`src/rtl/mm2s_cmd_sequencer_if.sv`:
```
`default_nettype none
// ============================================================================
// Module   : mm2s_cmd_sequencer_if
// Purpose  : AXI-Stream command channel between the MM2S command sequencer
//            and the DataMover command slave.
// Signals  : tdata  [71:0] DataMover command word
//            tvalid        command valid (driven by master)
//            tready        command accepted (driven by slave)
// Revision : 1.0 - initial release
// ============================================================================
interface mm2s_cmd_sequencer_if;
  logic [71:0] tdata;
  logic        tvalid;
  logic        tready;

  modport master (output tdata, output tvalid, input tready);
  modport slave  (input tdata, input tvalid, output tready);
endinterface
`default_nettype wire

```
`src/rtl/mm2s_cmd_sequencer.sv`:
```
`default_nettype none
// ============================================================================
// Module   : mm2s_cmd_sequencer
// Purpose  : Splits the region [base_addr, base_addr+cap_size) into
//            PACKET_SIZE-byte DataMover read commands, issues them on an
//            AXI-Stream command port, bounds in-flight commands with
//            status-beat credits and optionally loops over the region.
// Ports    : axilite_clk, axilite_rstb (async, active low)
//            m_axis       command stream (master modport)
//            sts_valid    one pulse per returned status beat
//            read_start   level, rising edge starts a run
//            read_reset   synchronous abort/clear, highest priority
//            loop_en      restart at base after the last chunk
//            base_addr, cap_size  region description
//            busy, done, loop_count, outstanding  status outputs
// Revision : 1.0 - initial release
// ============================================================================
module mm2s_cmd_sequencer #(
  parameter int PACKET_SIZE     = 4096,
  parameter int MAX_OUTSTANDING = 4
) (
  input  wire                  axilite_clk,
  input  wire                  axilite_rstb,
  mm2s_cmd_sequencer_if.master m_axis,
  input  wire                  sts_valid,
  input  wire                  read_start,
  input  wire                  read_reset,
  input  wire                  loop_en,
  input  wire  [31:0]          base_addr,
  input  wire  [31:0]          cap_size,
  output logic                 busy,
  output logic                 done,
  output logic [7:0]           loop_count,
  output logic [3:0]           outstanding
);

  localparam logic [31:0] c_pkt = 32'(PACKET_SIZE);
  localparam logic [3:0]  c_max = 4'(MAX_OUTSTANDING);

  typedef enum logic [1:0] {
    S_IDLE  = 2'd0,
    S_ISSUE = 2'd1,
    S_DRAIN = 2'd2
  } state_t;

  state_t      r_state;
  logic        r_start_q;
  logic        r_start_pend;
  logic [31:0] r_base;
  logic [31:0] r_cap;
  logic [31:0] r_offset;
  logic [3:0]  r_tag;
  logic [71:0] r_tdata;
  logic        r_tvalid;
  logic        r_done;
  logic [7:0]  r_loop_count;
  logic [3:0]  r_outstanding;

  logic        w_start_edge;
  logic        w_accept;
  logic [3:0]  w_out_nx;
  logic        w_credit;
  logic [31:0] w_off_nx;
  logic [3:0]  w_tag_nx;

  // Command word: BTT, INCR type, EOF set, SADDR, TAG.
  function automatic logic [71:0] build_cmd(input logic [31:0] base,
                                            input logic [31:0] cap,
                                            input logic [31:0] off,
                                            input logic [3:0]  tag);
    logic [31:0] rem;
    logic [22:0] btt;
    rem = cap - off;
    btt = (rem < c_pkt) ? rem[22:0] : c_pkt[22:0];
    return {4'h0, tag, base + off, 1'b0, 1'b1, 6'h00, 1'b1, btt};
  endfunction

  assign w_start_edge = read_start & ~r_start_q;
  assign w_accept     = r_tvalid & m_axis.tready;
  assign w_off_nx     = r_offset + {9'd0, r_tdata[22:0]};
  assign w_tag_nx     = r_tag + 4'd1;

  // Accept and status in the same cycle cancel; a status beat at zero is dropped.
  always_comb begin
    w_out_nx = r_outstanding;
    if (w_accept && !sts_valid)
      w_out_nx = r_outstanding + 4'd1;
    else if (!w_accept && sts_valid && (r_outstanding != 4'd0))
      w_out_nx = r_outstanding - 4'd1;
  end

  // Credit is judged on the post-update count so back-to-back issue is possible.
  assign w_credit = (w_out_nx < c_max);

  always_ff @(posedge axilite_clk or negedge axilite_rstb) begin
    if (!axilite_rstb) begin
      r_state       <= S_IDLE;
      r_start_q     <= 1'b0;
      r_start_pend  <= 1'b0;
      r_base        <= 32'd0;
      r_cap         <= 32'd0;
      r_offset      <= 32'd0;
      r_tag         <= 4'd0;
      r_tdata       <= 72'd0;
      r_tvalid      <= 1'b0;
      r_done        <= 1'b0;
      r_loop_count  <= 8'd0;
      r_outstanding <= 4'd0;
    end else if (read_reset) begin
      r_state       <= S_IDLE;
      r_start_q     <= 1'b0;
      r_start_pend  <= 1'b0;
      r_base        <= 32'd0;
      r_cap         <= 32'd0;
      r_offset      <= 32'd0;
      r_tag         <= 4'd0;
      r_tdata       <= 72'd0;
      r_tvalid      <= 1'b0;
      r_done        <= 1'b0;
      r_loop_count  <= 8'd0;
      r_outstanding <= 4'd0;
    end else begin
      r_start_q     <= read_start;
      // Only edges seen while idle can start a run.
      r_start_pend  <= w_start_edge & (r_state == S_IDLE);
      r_done        <= 1'b0;
      r_outstanding <= w_out_nx;
      case (r_state)
        S_IDLE: begin
          if (r_start_pend && (cap_size != 32'd0)) begin
            r_base   <= base_addr;
            r_cap    <= cap_size;
            r_offset <= 32'd0;
            r_tdata  <= build_cmd(base_addr, cap_size, 32'd0, r_tag);
            r_state  <= S_ISSUE;
          end
        end
        S_ISSUE: begin
          if (w_accept) begin
            r_tag <= w_tag_nx;
            if (w_off_nx >= r_cap) begin
              if (loop_en) begin
                r_offset <= 32'd0;
                r_tdata  <= build_cmd(r_base, r_cap, 32'd0, w_tag_nx);
                r_tvalid <= w_credit;
                if (r_loop_count != 8'hFF)
                  r_loop_count <= r_loop_count + 8'd1;
              end else begin
                r_tvalid <= 1'b0;
                r_state  <= S_DRAIN;
              end
            end else begin
              r_offset <= w_off_nx;
              r_tdata  <= build_cmd(r_base, r_cap, w_off_nx, w_tag_nx);
              r_tvalid <= w_credit;
            end
          end else if (!r_tvalid) begin
            // tvalid, once raised, holds with tdata until accepted.
            r_tvalid <= w_credit;
          end
        end
        S_DRAIN: begin
          if (r_outstanding == 4'd0) begin
            r_state <= S_IDLE;
            r_done  <= 1'b1;
          end
        end
        default: r_state <= S_IDLE;
      endcase
    end
  end

  assign m_axis.tdata  = r_tdata;
  assign m_axis.tvalid = r_tvalid;
  assign busy          = (r_state != S_IDLE);
  assign done          = r_done;
  assign loop_count    = r_loop_count;
  assign outstanding   = r_outstanding;

endmodule
`default_nettype wire

```
`src/flat_wrapper.sv`:
```
// flat-port wrapper written by rule: the top's interface ports become plain ports
module mm2s_cmd_sequencer_flat 
#(
  parameter int PACKET_SIZE     = 4096,
  parameter int MAX_OUTSTANDING = 4
)
  (axilite_clk, axilite_rstb, sts_valid, read_start, read_reset, loop_en, base_addr, cap_size, busy, done, loop_count, outstanding, m_axis_tdata, m_axis_tvalid, m_axis_tready);
  mm2s_cmd_sequencer_if m_axis_i ();
  input  wire axilite_clk;
  input  wire axilite_rstb;
  input  wire sts_valid;
  input  wire read_start;
  input  wire read_reset;
  input  wire loop_en;
  input  wire  [31:0] base_addr;
  input  wire  [31:0] cap_size;
  output logic busy;
  output logic done;
  output logic [7:0] loop_count;
  output logic [3:0] outstanding;
  output wire logic [$bits(m_axis_i.tdata)-1:0] m_axis_tdata;
  output wire logic [$bits(m_axis_i.tvalid)-1:0] m_axis_tvalid;
  input wire logic [$bits(m_axis_i.tready)-1:0] m_axis_tready;
  assign m_axis_tdata = m_axis_i.tdata;
  assign m_axis_tvalid = m_axis_i.tvalid;
  assign m_axis_i.tready = m_axis_tready;
  mm2s_cmd_sequencer #(.PACKET_SIZE(PACKET_SIZE), .MAX_OUTSTANDING(MAX_OUTSTANDING)) u_core (.axilite_clk(axilite_clk), .axilite_rstb(axilite_rstb), .m_axis(m_axis_i), .sts_valid(sts_valid), .read_start(read_start), .read_reset(read_reset), .loop_en(loop_en), .base_addr(base_addr), .cap_size(cap_size), .busy(busy), .done(done), .loop_count(loop_count), .outstanding(outstanding));
endmodule
```
`config.mk`:
```
export PLATFORM = sky130hd
export DESIGN_NAME = mm2s_cmd_sequencer_flat
export DESIGN_NICKNAME = d
export VERILOG_FILES = /design/src/rtl/mm2s_cmd_sequencer_if.sv /design/src/rtl/mm2s_cmd_sequencer.sv /design/src/flat_wrapper.sv
export SDC_FILE = /design/constraint.sdc
export NUM_CORES = 1
export LEC_CHECK = 0
export ABC_AREA = 1
export ABC_CLOCK_PERIOD_IN_PS = 11940
export CAP_MARGIN = 25
export CELL_PAD_IN_SITES_DETAIL_PLACEMENT = 0
export CELL_PAD_IN_SITES_GLOBAL_PLACEMENT = 1
export CORE_MARGIN = 3
export CORE_UTILIZATION = 50
export DETAILED_ROUTE_END_ITERATION = 12
export DONT_BUFFER_PORTS = 1
export PLACE_DENSITY = 0.95
export SETUP_SLACK_MARGIN = 0.15
export SLEW_MARGIN = 0
export SYNTH_ARGS = -nofsm -noshare
export SYNTH_HDL_FRONTEND = slang
export SYNTH_SLANG_ARGS = --single-unit
export TNS_END_PERCENT = 1
```
`constraint.sdc`:
```
create_clock -name axilite_clk -period 11.94 [get_ports axilite_clk]
set_input_delay 3.582 -clock axilite_clk [delete_from_list [all_inputs] [get_ports axilite_clk]]
set_output_delay 3.582 -clock axilite_clk [all_outputs]
set_load 0.02 [all_outputs]
```
# After elaboration in Yosys (flattened, before gate mapping)
# Index checks and enable logic that the tools add are counted.
[totals]
elab_cells = 112
register_bits = 190
output_inout_bits = 87
in_bits = 71
[op_classes]
n_addsub = 7
n_reduce_logical = 24
eq_ne = 9
muxes = 51
bitwise_logic = 4
order_cmp = 5
[ops]
columns = ["cell", "count"]
rows = [
  ["2-to-1 mux 72 bit", 5],
  ["2-to-1 mux 32 bit", 11],
  ["case mux 72 bit (2 select lines)", 1],
  ["less-than comparator 32 x 13 -> 1 bit, second input constant", 3],
  ["2-to-1 mux 23 bit", 3],
  ["case mux 32 bit (2 select lines)", 1],
  ["2-to-1 mux 8 bit", 6],
  ["adder 32 x 23 -> 32 bit", 1],
  ["adder 32 bit", 1],
  [">= comparator 32 bit", 1],
  ["nonzero test 32 bit", 1],
  ["subtractor 32 bit", 1],
  ["2-to-1 mux 4 bit", 6],
  ["nonzero test 2 bit", 8],
  ["2-to-1 mux 2 bit", 6],
  ["2-to-1 mux 1 bit", 11],
  ["AND reduction 5 bit", 2],
  ["inequality test 3 x 2 -> 1 bit, second input constant", 3],
  ["adder 4 x 1 -> 4 bit, second input constant", 2],
  ["adder 8 x 1 -> 8 bit, second input constant", 1],
  ["inequality test 8 bit, second input constant", 1],
  ["inequality test 3 bit, second input constant", 2],
  ["case mux 2 bit (3 select lines)", 1],
  ["logical AND 1 bit", 4],
  ["14 further kinds", 18],
]

# Logic depth before layout (Yosys ltp)
# Gate-level depths: netlist (run 1).
[depth]
word_depth = 12
ltp_mapped = 34
mapped_depth_nobuf = 33

# Worst setup path before layout (run 1)
# OpenSTA, ideal clock, no wires.
[synth_path]
path_type = "input port to flip-flop"
start = "input port cap_size[20]"
end = "register u_core.r_base[31]"
setup_slack_ns = 6.828
t_required_ns = 11.807
cell_stages = 11
path_buffers = 2
arrival_time_ns = 4.979
setup_ns = 0.133
path_cell_list = "inv_1 nand4_1 nor2_1 nand2_1 nor2_1 inv_1 o21ai_0 o21ai_1 clkbuf_1 clkbuf_1 o22ai_1"
[synth_between]
elab_chain_cells = 4
[synth_lines]
columns = ["item", "line", "rtl"]
rows = [
  ["start, declared", "flat_wrapper.sv:16", "input wire [31:0] cap_size;"],
  ["nonzero test 32 bit", "mm2s_cmd_sequencer.sv:130", "if (r_start_pend && (cap_size != 32'd0)) begin"],
  ["logical AND 1 bit", "mm2s_cmd_sequencer.sv:130", ""],
  ["nonzero test 2 bit (no source line)", "--", ""],
  ["AND reduction 2 bit (no source line)", "--", ""],
  ["end signal, assigned", "mm2s_cmd_sequencer.sv:131", "r_base <= base_addr;"],
  ["end, declared", "mm2s_cmd_sequencer.sv:49", "logic [31:0] r_base;"],
]
# No other way between the ends.
# A chain may end at the register's enable or synchronous reset.

# Worst setup path after layout (run 1)
[layout_path]
start = "register u_core.r_tdata[0] (netlist: u_core.m_axis.tdata[0])"
end = "register u_core.r_tdata[66] (netlist: u_core.m_axis.tdata[66])"
[layout_between]
elab_chain_cells = 6
word_cells_on_any_way = 8
cone_classes = "1 x add/sub; 1 x order compare; 1 x eq/ne; 4 x mux; 1 x reduce/logical"
[layout_lines]
columns = ["item", "line", "rtl"]
rows = [
  ["start, declared", "mm2s_cmd_sequencer.sv:53", "logic [71:0] r_tdata;"],
  ["start signal, assigned", "mm2s_cmd_sequencer.sv:134", "r_tdata <= build_cmd(base_addr, cap_size, 32'd0, r_tag);"],
  ["start signal, assigned", "mm2s_cmd_sequencer.sv:144", "r_tdata <= build_cmd(r_base, r_cap, 32'd0, w_tag_nx);"],
  ["start signal, assigned", "mm2s_cmd_sequencer.sv:154", "r_tdata <= build_cmd(r_base, r_cap, w_off_nx, w_tag_nx);"],
  ["adder 32 x 23 -> 32 bit (*)", "mm2s_cmd_sequencer.sv:80", "assign w_off_nx = r_offset + {9'd0, r_tdata[22:0]};"],
  [">= comparator 32 bit (*)", "mm2s_cmd_sequencer.sv:141", "if (w_off_nx >= r_cap) begin"],
  ["2-to-1 mux 72 bit", "mm2s_cmd_sequencer.sv:141", ""],
  ["2-to-1 mux 72 bit", "mm2s_cmd_sequencer.sv:139", "if (w_accept) begin"],
  ["case mux 72 bit (2 select lines)", "mm2s_cmd_sequencer.sv:128", "case (r_state)"],
  ["2-to-1 mux 72 bit", "mm2s_cmd_sequencer.sv:109", "end else if (read_reset) begin"],
]
# Mark *: on every way between the ends. The rest lies on a longest branch, timed or not. The select of a mux whose other input is x is not followed.

==> results of run 1 <==
[cell families after synthesis]
logic type,after synthesis
buffers and inverters,417
other,1
XOR/XNOR,64
AND/OR/NAND/NOR,874
adder cells (fa/ha/maj),93
AO/OA/AOI/OAI,437
flip-flops,178
[final timing paths]
path | slack (ns) | endpoint | startpoint
max | 5.35 | u_core.m_axis.tdata[66] | u_core.m_axis.tdata[0]
min | 0.41 | u_core.r_start_pend | u_core.r_start_q
max reg2reg | 5.35 | u_core.m_axis.tdata[66] | u_core.m_axis.tdata[0]
min reg2reg | 0.41 | u_core.r_start_pend | u_core.r_start_q
max in group asynchronous | 8.72 | u_core.m_axis.tdata[55] | axilite_rstb
min in group asynchronous | 2.83 | u_core.r_cap[27] | axilite_rstb
[cells in the mapped netlist (3+ instances only)]
library cell	n	share of area
a21o_1	9	0.0048
a21oi_1	144	0.051
a31oi_1	8	0.0036
buf_2	22	0.0079
buf_4	16	0.0086
buf_6	3	0.0024
clkbuf_1	26	0.0070
dfrtp_1	178	0.32
fa_1	3	0.0043
ha_1	90	0.080
inv_1	337	0.090
inv_2	10	0.0027
nand2_1	493	0.13
nand2_4	3	0.0024
nand3_1	127	0.045
nand3b_1	8	0.0043
nand4_1	31	0.014
nor2_1	164	0.044
nor2_2	6	0.0027
nor3_1	15	0.0054
nor4_1	13	0.0058
o211ai_1	8	0.0043
o21ai_0	168	0.060
o21ai_1	37	0.013
o21bai_1	13	0.0070
o22ai_1	29	0.013
o22ai_2	6	0.0054
or2_2	4	0.0018
xnor2_1	26	0.016
xor2_1	38	0.024
[worst max-delay path: cells and delay by family, from the launching register on]
kind	cells	cell delay [ns]
and+or+nand+nor	15	2.62
buffers and inverters	5	1.01
DFF	1	0.51
xor gates and xnor gates	1	0.30
AOI/OAI and AO/OA	5	0.90
adders and majority gates	3	0.99
[metrics by stage]
step | setup slack (ns) | hold WS, ns | instance area [um2] | power, mW | util
detailed placement | 5.40 | 0.402 | 14200 | 3.18 | 0.521
global route | 4.66 | 0.426 | 14800 | 4.08 | 0.542
finish | 5.35 | 0.409 | 14800 | 3.74 | 0.542
global placement | 5.60 | 0.399 | 14200 | 3.15 | 0.521
floorplan | 6.83 | 0.385 | 14100 | 2.66 | -
CTS | 5.39 | 0.412 | 14800 | 3.73 | 0.542
[area by class of cell]
type	instances	area [um2]
clock buffer	18	439
clock inverter	14	121
fill	2730	12500
inverter	349	1310
multi-input combinational	1479	7950
sequential	178	4450
tap	372	465
timing repair buffer	3	22.5
[routing by layer]
layer	track usage	wire length [um]	vias to the layer above
met2	0.436	18800	413
met1	0.361	18200	6056
met3	0.0740	3390	50
li1	-	-	6615
met4	0.0743	928	0
met5	0	0	-
[power by group through the flow]
stage                     Sequential [mW]  Clock, mW  Combinational [mW]
after global placement              0.985          0                2.16
after CTS                           0.978      0.555                2.20
final                               0.979      0.548                2.22
after floorplan                     0.929          0                1.73
after global routing                0.996      0.579                2.51
after detailed placement            0.988          0                2.19
[state kept, by name (all words and copies together), names as in the netlist, 2 cells and up]
name                 count
u_core.loop_count        8
u_core.r_state           2
u_core.outstanding       4
u_core.m_axis.tdata     60
u_core.r_base           32
u_core.r_offset         32
u_core.r_cap            32
u_core.r_tag             4
==> flow_summary.json, run 1 <==
{
  "gp_congestion": 0.959,
  "postCtsSetupBuffers": 0,
  "dieHeight_um": 173,
  "pwr-share-seq": 0.261,
  "arrival_ns": 6.88,
  "cts_tree": "done",
  "synth_fa_ha_area_frac": 0.0846,
  "worst_clock_skew_ns": 0.0148,
  "synth_area_um2": 14000,
  "maxCapViolations": 0,
  "yosysWarnings": 0,
  "dp.cells": 2381,
  "grt_overflow": 0,
  "antenna_left": 0,
  "min_period_over_period": 0.552,
  "path_max_fanout": 73,
  "max_freq_ghz": 0.152,
  "grt_pass1_wl_um": 66100,
  "required_ns": 12.22,
  "min_path_type": "flip-flop to flip-flop",
  "power.density_nw_per_um2": 254,
  "slew_viol_final": 0,
  "initialDrtViolationCount": 1196,
  "wirelength_um": 41400,
  "diodes": 0,
  "port_buffers": 0,
  "ff2ff_path_depth": 29,
  "pwr-share-clk": 0.146,
  "setup_tns_ns": 0,
  "cts_sinks": 178,
  "ys_types": 53,
  "layout-drive-gt1-share": 0.0387,
  "seq_area_frac_synth": 0.318,
  "dieArea_um2": 30100,
  "combPwrFrac": 0.592,
  "vdd_ir_drop_max_v": 0.000282,
  "post_drt_via_cell_ratio": 5.44,
  "critPathCaptureType": "flip-flop",
  "syn_area_per_cell_um2": 6.79,
  "final_hold_viol_count": 0,
  "syn_to_final_growth_pct": 5.27,
  "std_cell_rows": 60,
  "cts_buffers": 17,
  "grt_pass1_vias": 12500,
  "clock_path_buffers": 2,
  "crit_path_start_kind": "flip-flop",
  "top_level_ports": 158,
  "relSlewSlack": 0.320,
  "async_flop_share": 1.00,
  "synth.area.mux_share": 0,
  "cts-root-buf": "clkbuf_16",
  "power_leakage_nw": 7.54,
  "final_cell_mix": "493 x nand2_1, 337 x inv_1, 178 x dfrtp_1",
  "ys_seq_elements": 178,
  "internal-power_mw": 1.69,
  "crit_top_cell": "nand2_1",
  "critPathMaxStageDelay_ns": 0.51,
  "num_vias": 13100,
  "antenna_found_initial": 0,
  "tightest_slew_ns": 1.02,
  "final_common_cell": "nand2_1",
  "die_x_um": 173,
  "synth_top_family_by_area": "simple AND/OR/NAND/NOR gates",
  "wl_per_cell_um": 17.2,
  "rsz0062_at_grt": "false",
  "post-route-min-period_ns": 6.59,
  "cts_resized": 0,
  "coreArea_um2": 27300,
  "min_path_cells": 1,
  "synth-compound-area-share": 0.172,
  "stdcell_count": 2413,
  "syn_inst": 2064,
  "h-tree-depth": 4,
  "yosys.area_share.xor_xnor": 0.0400,
  "p_sw_frac": 0.549,
  "dp_hpwl_um": 31900,
  "drc": 0,
  "synth_edf_count": 0,
  "outcome": "finished clean",
  "postCtsHoldBufs": 0,
  "clk_pin_slew_ns": 0.07,
  "cp_slowest_cell": "dfrtp_1",
  "setup_viol": 0,
  "p_sw_mw": 2.05,
  "track_usage": 0.271,
  "insertion_delay_ns": 0.45,
  "grt_max_degree": 179,
  "yosys.area_share.simple": 0.266,
  "crit_type": "flip-flop to flip-flop",
  "fin_nets": 2192,
  "firstDrtPassIters": 5,
  "synth_ff_type": "dfrtp_1",
  "start_util": 0.515
}
Note: power is estimated with default switching activity, not from simulation.
==> inputs of run 2 (changes only) <==
Settings changed: ABC_AREA 1 to 0, ABC_CLOCK_PERIOD_IN_PS 11940 to 6640, CORE_UTILIZATION 50 to 49, PLACE_DENSITY 0.95 to 0.92.
Clock period 11.94 ns to 6.64 ns, I/O delays scaled along.
==> flow_summary.json, run 2 <==
{
  "syn_to_final_growth_pct": 7.48,
  "syn_inst": 1548,
  "reg2reg_to": "u_core.m_axis.tdata[3]",
  "final_common_cell": "nand2_1",
  "die_x_um": 167,
  "initialDrtViolationCount": 1064,
  "post-route-min-period_ns": 6.30,
  "post_drt_via_cell_ratio": 6.24,
  "clock_path_buffers": 2,
  "setup_tns_ns": 0,
  "crit-reg2reg-launch": "u_core.m_axis.tdata[1]",
  "synth_area_leaders": "dfrtp_1 35%, ha_1 8.8%, nand2_1 7.2%, a21oi_1 5.9%, o21ai_0 4.1%",
  "min_from": "u_core.r_start_q",
  "tightest_slew_ns": 0.692,
  "final_hold_viol_count": 0,
  "std_cell_rows": 58,
  "top_level_ports": 158,
  "wirelength_um": 38400,
  "min_period_over_period": 0.948,
  "min_path_cells": 1,
  "rsz0062_at_grt": "true",
  "crit_path_start_kind": "flip-flop",
  "r2r_slack_ns": 0.34,
  "final_area_um2": 13700,
  "max_freq_ghz": 0.159,
  "slew_viol_final": 0,
  "arrival_ns": 6.65,
  "critPathCaptureType": "flip-flop",
  "synth_top_area_frac": 0.350,
  "start_util": 0.502,
  "grt_pass1_wl_um": 61500,
  "n_fill_cell": 2352,
  "path_max_fanout": 15,
  "finish.utilization": 0.539,
  "yosysWarnings": 0,
  "grt_overflow": 0,
  "vdd_ir_drop_max_v": 0.000140,
  "pre_cts_ws_ns": 0.230,
  "largest_register_ffs": 60,
  "synth_ff_type": "dfrtp_1",
  "gp_congestion": 0.986,
  "h-tree-depth": 4,
  "antenna_found_initial": 1,
  "required_ns": 7.00,
  "power_leakage_nw": 6.37,
  "total_power_mw": 2.96,
  "ys_types": 67,
  "fin_nets": 1678,
  "outcome": "finished clean",
  "layout-drive-gt1-share": 0.0504,
  "final_cell_mix": "246 x nand2_1, 177 x dfrtp_1, 149 x a21oi_1",
  "grt_max_degree": 179,
  "synth_area_um2": 12700,
  "cts-root-buf": "clkbuf_16",
  "track_usage": 0.272,
  "num_vias": 11600,
  "seq_area_frac_synth": 0.350,
  "wl_per_cell_um": 20.7,
  "crit_type": "flip-flop to flip-flop",
  "min_to": "u_core.r_start_pend",
  "async_flop_share": 1.00,
  "cts_tree": "done",
  "setup_viol": 0,
  "firstDrtPassIters": 5,
  "clk_pin_slew_ns": 0.08,
  "dp_hpwl_um": 28400,
  "ff2ff_path_depth": 23,
  "coreArea_um2": 25400,
  "syn_area_per_cell_um2": 8.23,
  "antenna_left": 0,
  "diodes": 0,
  "cts_buffers": 17,
  "dieArea_um2": 28000,
  "grt_pass1_vias": 11100,
  "maxCapViolations": 0,
  "drc": 0,
  "post-synth-top-count-cell": "nand2_1",
  "insertion_delay_ns": 0.46,
  "dieHeight_um": 167,
  "min_path_type": "flip-flop to flip-flop",
  "ys_seq_elements": 178,
  "port_buffers": 0,
  "timing.final.ws_setup_ns": 0.343,
  "synth_common_cells": "246 x nand2_1, 178 x dfrtp_1, 151 x a21oi_1, 107 x nor2_1, 105 x o21ai_0",
  "synth_edf_count": 0,
  "relSlewSlack": 0.533,
  "dpl_cell_area_um2": 13000,
  "synth_top_area_cell": "dfrtp_1",
  "register_area_um2": 4460,
  "worst_clock_skew_ns": 0.0140,
  "cts_sinks": 178,
  "power.density_nw_per_um2": 216,
  "multi_input_area_um2": 7740
}
## run 2: changes by cell type in the layout (fill, tap and decap cells not counted), sizes merged, moves of 19 or more
| cell | change |
|---|---|
| inv | -283 |
| o22ai | -32 |
| nor2 | -66 |
| and2 | +19 |
| and3 | +27 |
| xnor2 | +20 |
| nand3 | -99 |
| a21o | +34 |
| buf | +20 |
| nand2 | -253 |
| a211oi | +26 |
| o21ai | -89 |
## run 2: timing repair
item	in CTS	in global routing
gates resized for setup	0	6
hold buffers	0	0
setup buffers	0	1
setup endpoints to repair	0	75
## run 2: worst max-delay path by stage
stage	start	to	slack [ns]
floorplan	u_core.m_axis.tdata[1]	u_core.m_axis.tdata[39]	1.31
global placement	u_core.m_axis.tdata[0]	u_core.m_axis.tdata[3]	0.39
detailed placement	u_core.m_axis.tdata[0]	u_core.r_offset[31]	0.23
CTS	u_core.m_axis.tdata[0]	u_core.m_axis.tdata[3]	0.17
global route	u_core.m_axis.tdata[0]	u_core.m_axis.tdata[3]	0.09
finish	u_core.m_axis.tdata[1]	u_core.m_axis.tdata[3]	0.34
## run 2: area by class of cell
type                       count  area share
clock inverter                15      0.0160
timing repair buffer          23      0.0147
sequential                   178       0.325
multi-input combinational   1231       0.565
tap                          330      0.0302
clock buffer                  17      0.0311
inverter                      63      0.0173
## run 2: kinds of logic (layout without fill, tap and decap cells)
kind of cell	after synthesis	after routing	share of synthesized area
adder cells (fa/ha/maj)	93	93	0.0931
flip-flops	178	178	0.350
AND/OR/NAND/NOR	543	543	0.197
XOR/XNOR	86	86	0.0591
AO/OA/AOI/OAI	488	488	0.243
multiplexers	10	10	0.00795
buffers and inverters	149	118	0.0496
other	1	11	0.000294
## run 2: worst max-delay path: stages (launching register included)
cell      delay [ns]
dfrtp_1         0.50
ha_1            0.36
a211oi_1        0.22
o21ai_0         0.22
o311a_1         0.39
o211ai_1        0.37
a31oi_2         0.21
a21o_1          0.21
a21o_1          0.27
and3_1          0.24
xnor2_1         0.27
inv_1           0.11
ha_1            0.42
o21a_1          0.16
o21a_1          0.11
o21ai_0         0.09
o21bai_2        0.25
mux2i_1         0.15
or2_2           0.47
nor4_1          0.31
and4_1          0.26
nand4_1         0.11
buf_4           0.24
o31ai_1         0.23
## run 2: layer usage
metal | global-route usage | wire length [um]
met1 | 0.362 | 16600
met2 | 0.436 | 18000
met3 | 0.0701 | 2750
met4 | 0.0864 | 1080
met5 | 0 | 13
## run 2: through the flow
step | hold slack, ns | cells
floorplan | 0.383 | 1558
global placement | 0.390 | 1824
detailed placement | 0.399 | 1824
CTS | 0.416 | 1856
global route | 0.429 | 1857
finish | 0.419 | 1857
## run 2: report_power, final
part | total (mW) | internal (mW) | switching (mW)
Combinational | 0.630 | 0.232 | 0.398
Sequential | 1.24 | 1.13 | 0.102
Clock | 1.09 | 0.531 | 0.562
Total | 2.96 | 1.90 | 1.06
==> inputs of run 3 (changes only) <==
Settings changed: ABC_AREA 0 to 1, CORE_UTILIZATION 49 to 47, PLACE_DENSITY 0.92 to 0.93.
==> flow_summary.json, run 3 (same netlist as run 1, synthesis figures left out) <==
{
  "outcome": "finished clean",
  "cts-root-buf": "clkbuf_16",
  "crit_type": "flip-flop to flip-flop",
  "dp_hpwl_um": 32900,
  "firstDrtPassIters": 5,
  "min_period_over_period": 0.853,
  "arrival_ns": 5.97,
  "r2r_slack_ns": 0.98,
  "max_freq_ghz": 0.177,
  "layout-drive-gt1-share": 0.0410,
  "largest_register_ffs": 60,
  "die_x_um": 179,
  "route.met3.wl_um": 3060,
  "cp_slowest_cell": "dfrtp_1",
  "postCtsSetupBuffers": 0,
  "setup_tns_ns": 0,
  "worst_clock_skew_ns": 0.0147,
  "insertion_delay_ns": 0.45,
  "drc": 0,
  "crit-reg2reg-launch": "u_core.m_axis.tdata[0]",
  "coreArea_um2": 29100,
  "critPathCaptureType": "flip-flop",
  "grt_pass1_vias": 12600,
  "maxCapViolations": 0,
  "num_vias": 13300,
  "min_path_type": "flip-flop to flip-flop",
  "initialDrtViolationCount": 1098,
  "vdd_ir_drop_max_v": 0.000344,
  "setup_viol": 0,
  "top_level_ports": 158,
  "grt_overflow": 0,
  "wl_met1_um": 18900,
  "grt_max_degree": 179,
  "clock_path_buffers": 2,
  "rsz0062_at_grt": "false",
  "register_area_um2": 4450,
  "final_hold_viol_count": 0,
  "crit_path_end": "u_core.r_offset[27]",
  "relSlewSlack": 0.465,
  "path_max_fanout": 40,
  "routed.top_layer": "met4",
  "dieArea_um2": 31900,
  "required_ns": 6.95,
  "critPathMaxStageDelay_ns": 0.50,
  "post-route-min-period_ns": 5.66,
  "wl_met2_um": 19000,
  "post_drt_via_cell_ratio": 5.48,
  "power_leakage_nw": 7.59,
  "std_cell_rows": 62,
  "track_usage": 0.265,
  "syn_to_final_growth_pct": 6.03,
  "port_buffers": 0,
  "total_power_mw": 6.79,
  "dieHeight_um": 179,
  "power.density_nw_per_um2": 457,
  "min_path_cells": 1,
  "whs_ns": 0.425,
  "cts_buffers": 17,
  "antenna_left": 0,
  "crit_start": "u_core.m_axis.tdata[0]",
  "h-tree-depth": 4,
  "final_cell_mix": "493 x nand2_1, 337 x inv_1, 178 x dfrtp_1",
  "crit_path_start_kind": "flip-flop",
  "diodes": 0,
  "wl_per_cell_um": 17.3,
  "antenna_found_initial": 0,
  "fin_nets": 2199,
  "crit_top_cell": "nand2_1",
  "grt_pass1_wl_um": 66300,
  "tightest_slew_ns": 0.797,
  "wirelength_um": 42100,
  "ff2ff_path_depth": 30,
  "cts_tree": "done",
  "clk_pin_slew_ns": 0.07,
  "cts_sinks": 178,
  "reg2reg_to": "u_core.r_offset[27]",
  "slew_viol_final": 0,
  "postCtsHoldBufs": 0,
  "start_util": 0.482,
  "gp_congestion": 0.955,
  "final_common_cell": "nand2_1",
  "n_fill_cell": 2982,
  "multi_input_area_um2": 7950
}
## run 3: stage by stage
| stage | utilization | cell area (um2) | worst slack, ns | std cells |
|---|---|---|---|---|
| after CTS | 0.511 | 14900 | 0.773 | 2431 |
| after global placement | 0.491 | 14300 | 0.949 | 2399 |
| after detailed placement | 0.492 | 14300 | 0.805 | 2400 |
| after floorplan | - | 14100 | 2.29 | 2074 |
| after global routing | 0.511 | 14900 | 0.290 | 2431 |
| final | 0.511 | 14900 | 0.979 | 2431 |
## run 3: area by class of cell
type                       instances  area share
tap                              384      0.0323
clock inverter                    12     0.00732
inverter                         349      0.0884
timing repair buffer              10     0.00808
clock buffer                      19      0.0298
multi-input combinational       1479       0.534
sequential                       178       0.300
## run 3: layer usage
layer | vias up | GRT usage
met4 | 0 | 0.0795
li1 | 6640 | -
met3 | 57 | 0.0574
met2 | 455 | 0.421
met1 | 6176 | 0.362
met5 | - | 0
## run 3: critical path: cells and delay by family (launching register included)
family | cells | cell delay, ns
buffers and inverters | 6 | 1.16
adders and majority gates | 3 | 1.00
AOI/OAI and AO/OA | 5 | 0.85
xor gates and xnor gates | 1 | 0.23
DFF | 1 | 0.50
and+or+nand+nor | 15 | 1.77
## run 3: worst min path at each step
stage	startpoint	endpoint
final	u_core.r_start_q	u_core.r_start_pend
after global routing	u_core.r_start_q	u_core.r_start_pend
after CTS	u_core.r_start_q	u_core.r_start_pend
after detailed placement	u_core.r_start_q	u_core.r_start_pend
after global placement	u_core.r_start_q	u_core.r_start_pend
after floorplan	u_core.r_start_q	u_core.r_start_pend
## run 3: repair_timing
| action | in CTS | in global routing |
|---|---|---|
| setup endpoints to repair | 0 | 30 |
| endpoints found under the hold margin | 0 | 0 |
| resized for setup | 0 | 2 |
## run 3: power breakdown
| group | switching [mW] | internal, mW |
|---|---|---|
| clock | 0.460 | 0.526 |
| combinational | 2.81 | 1.25 |
| sequential | 0.416 | 1.33 |
| total | 3.68 | 3.11 |
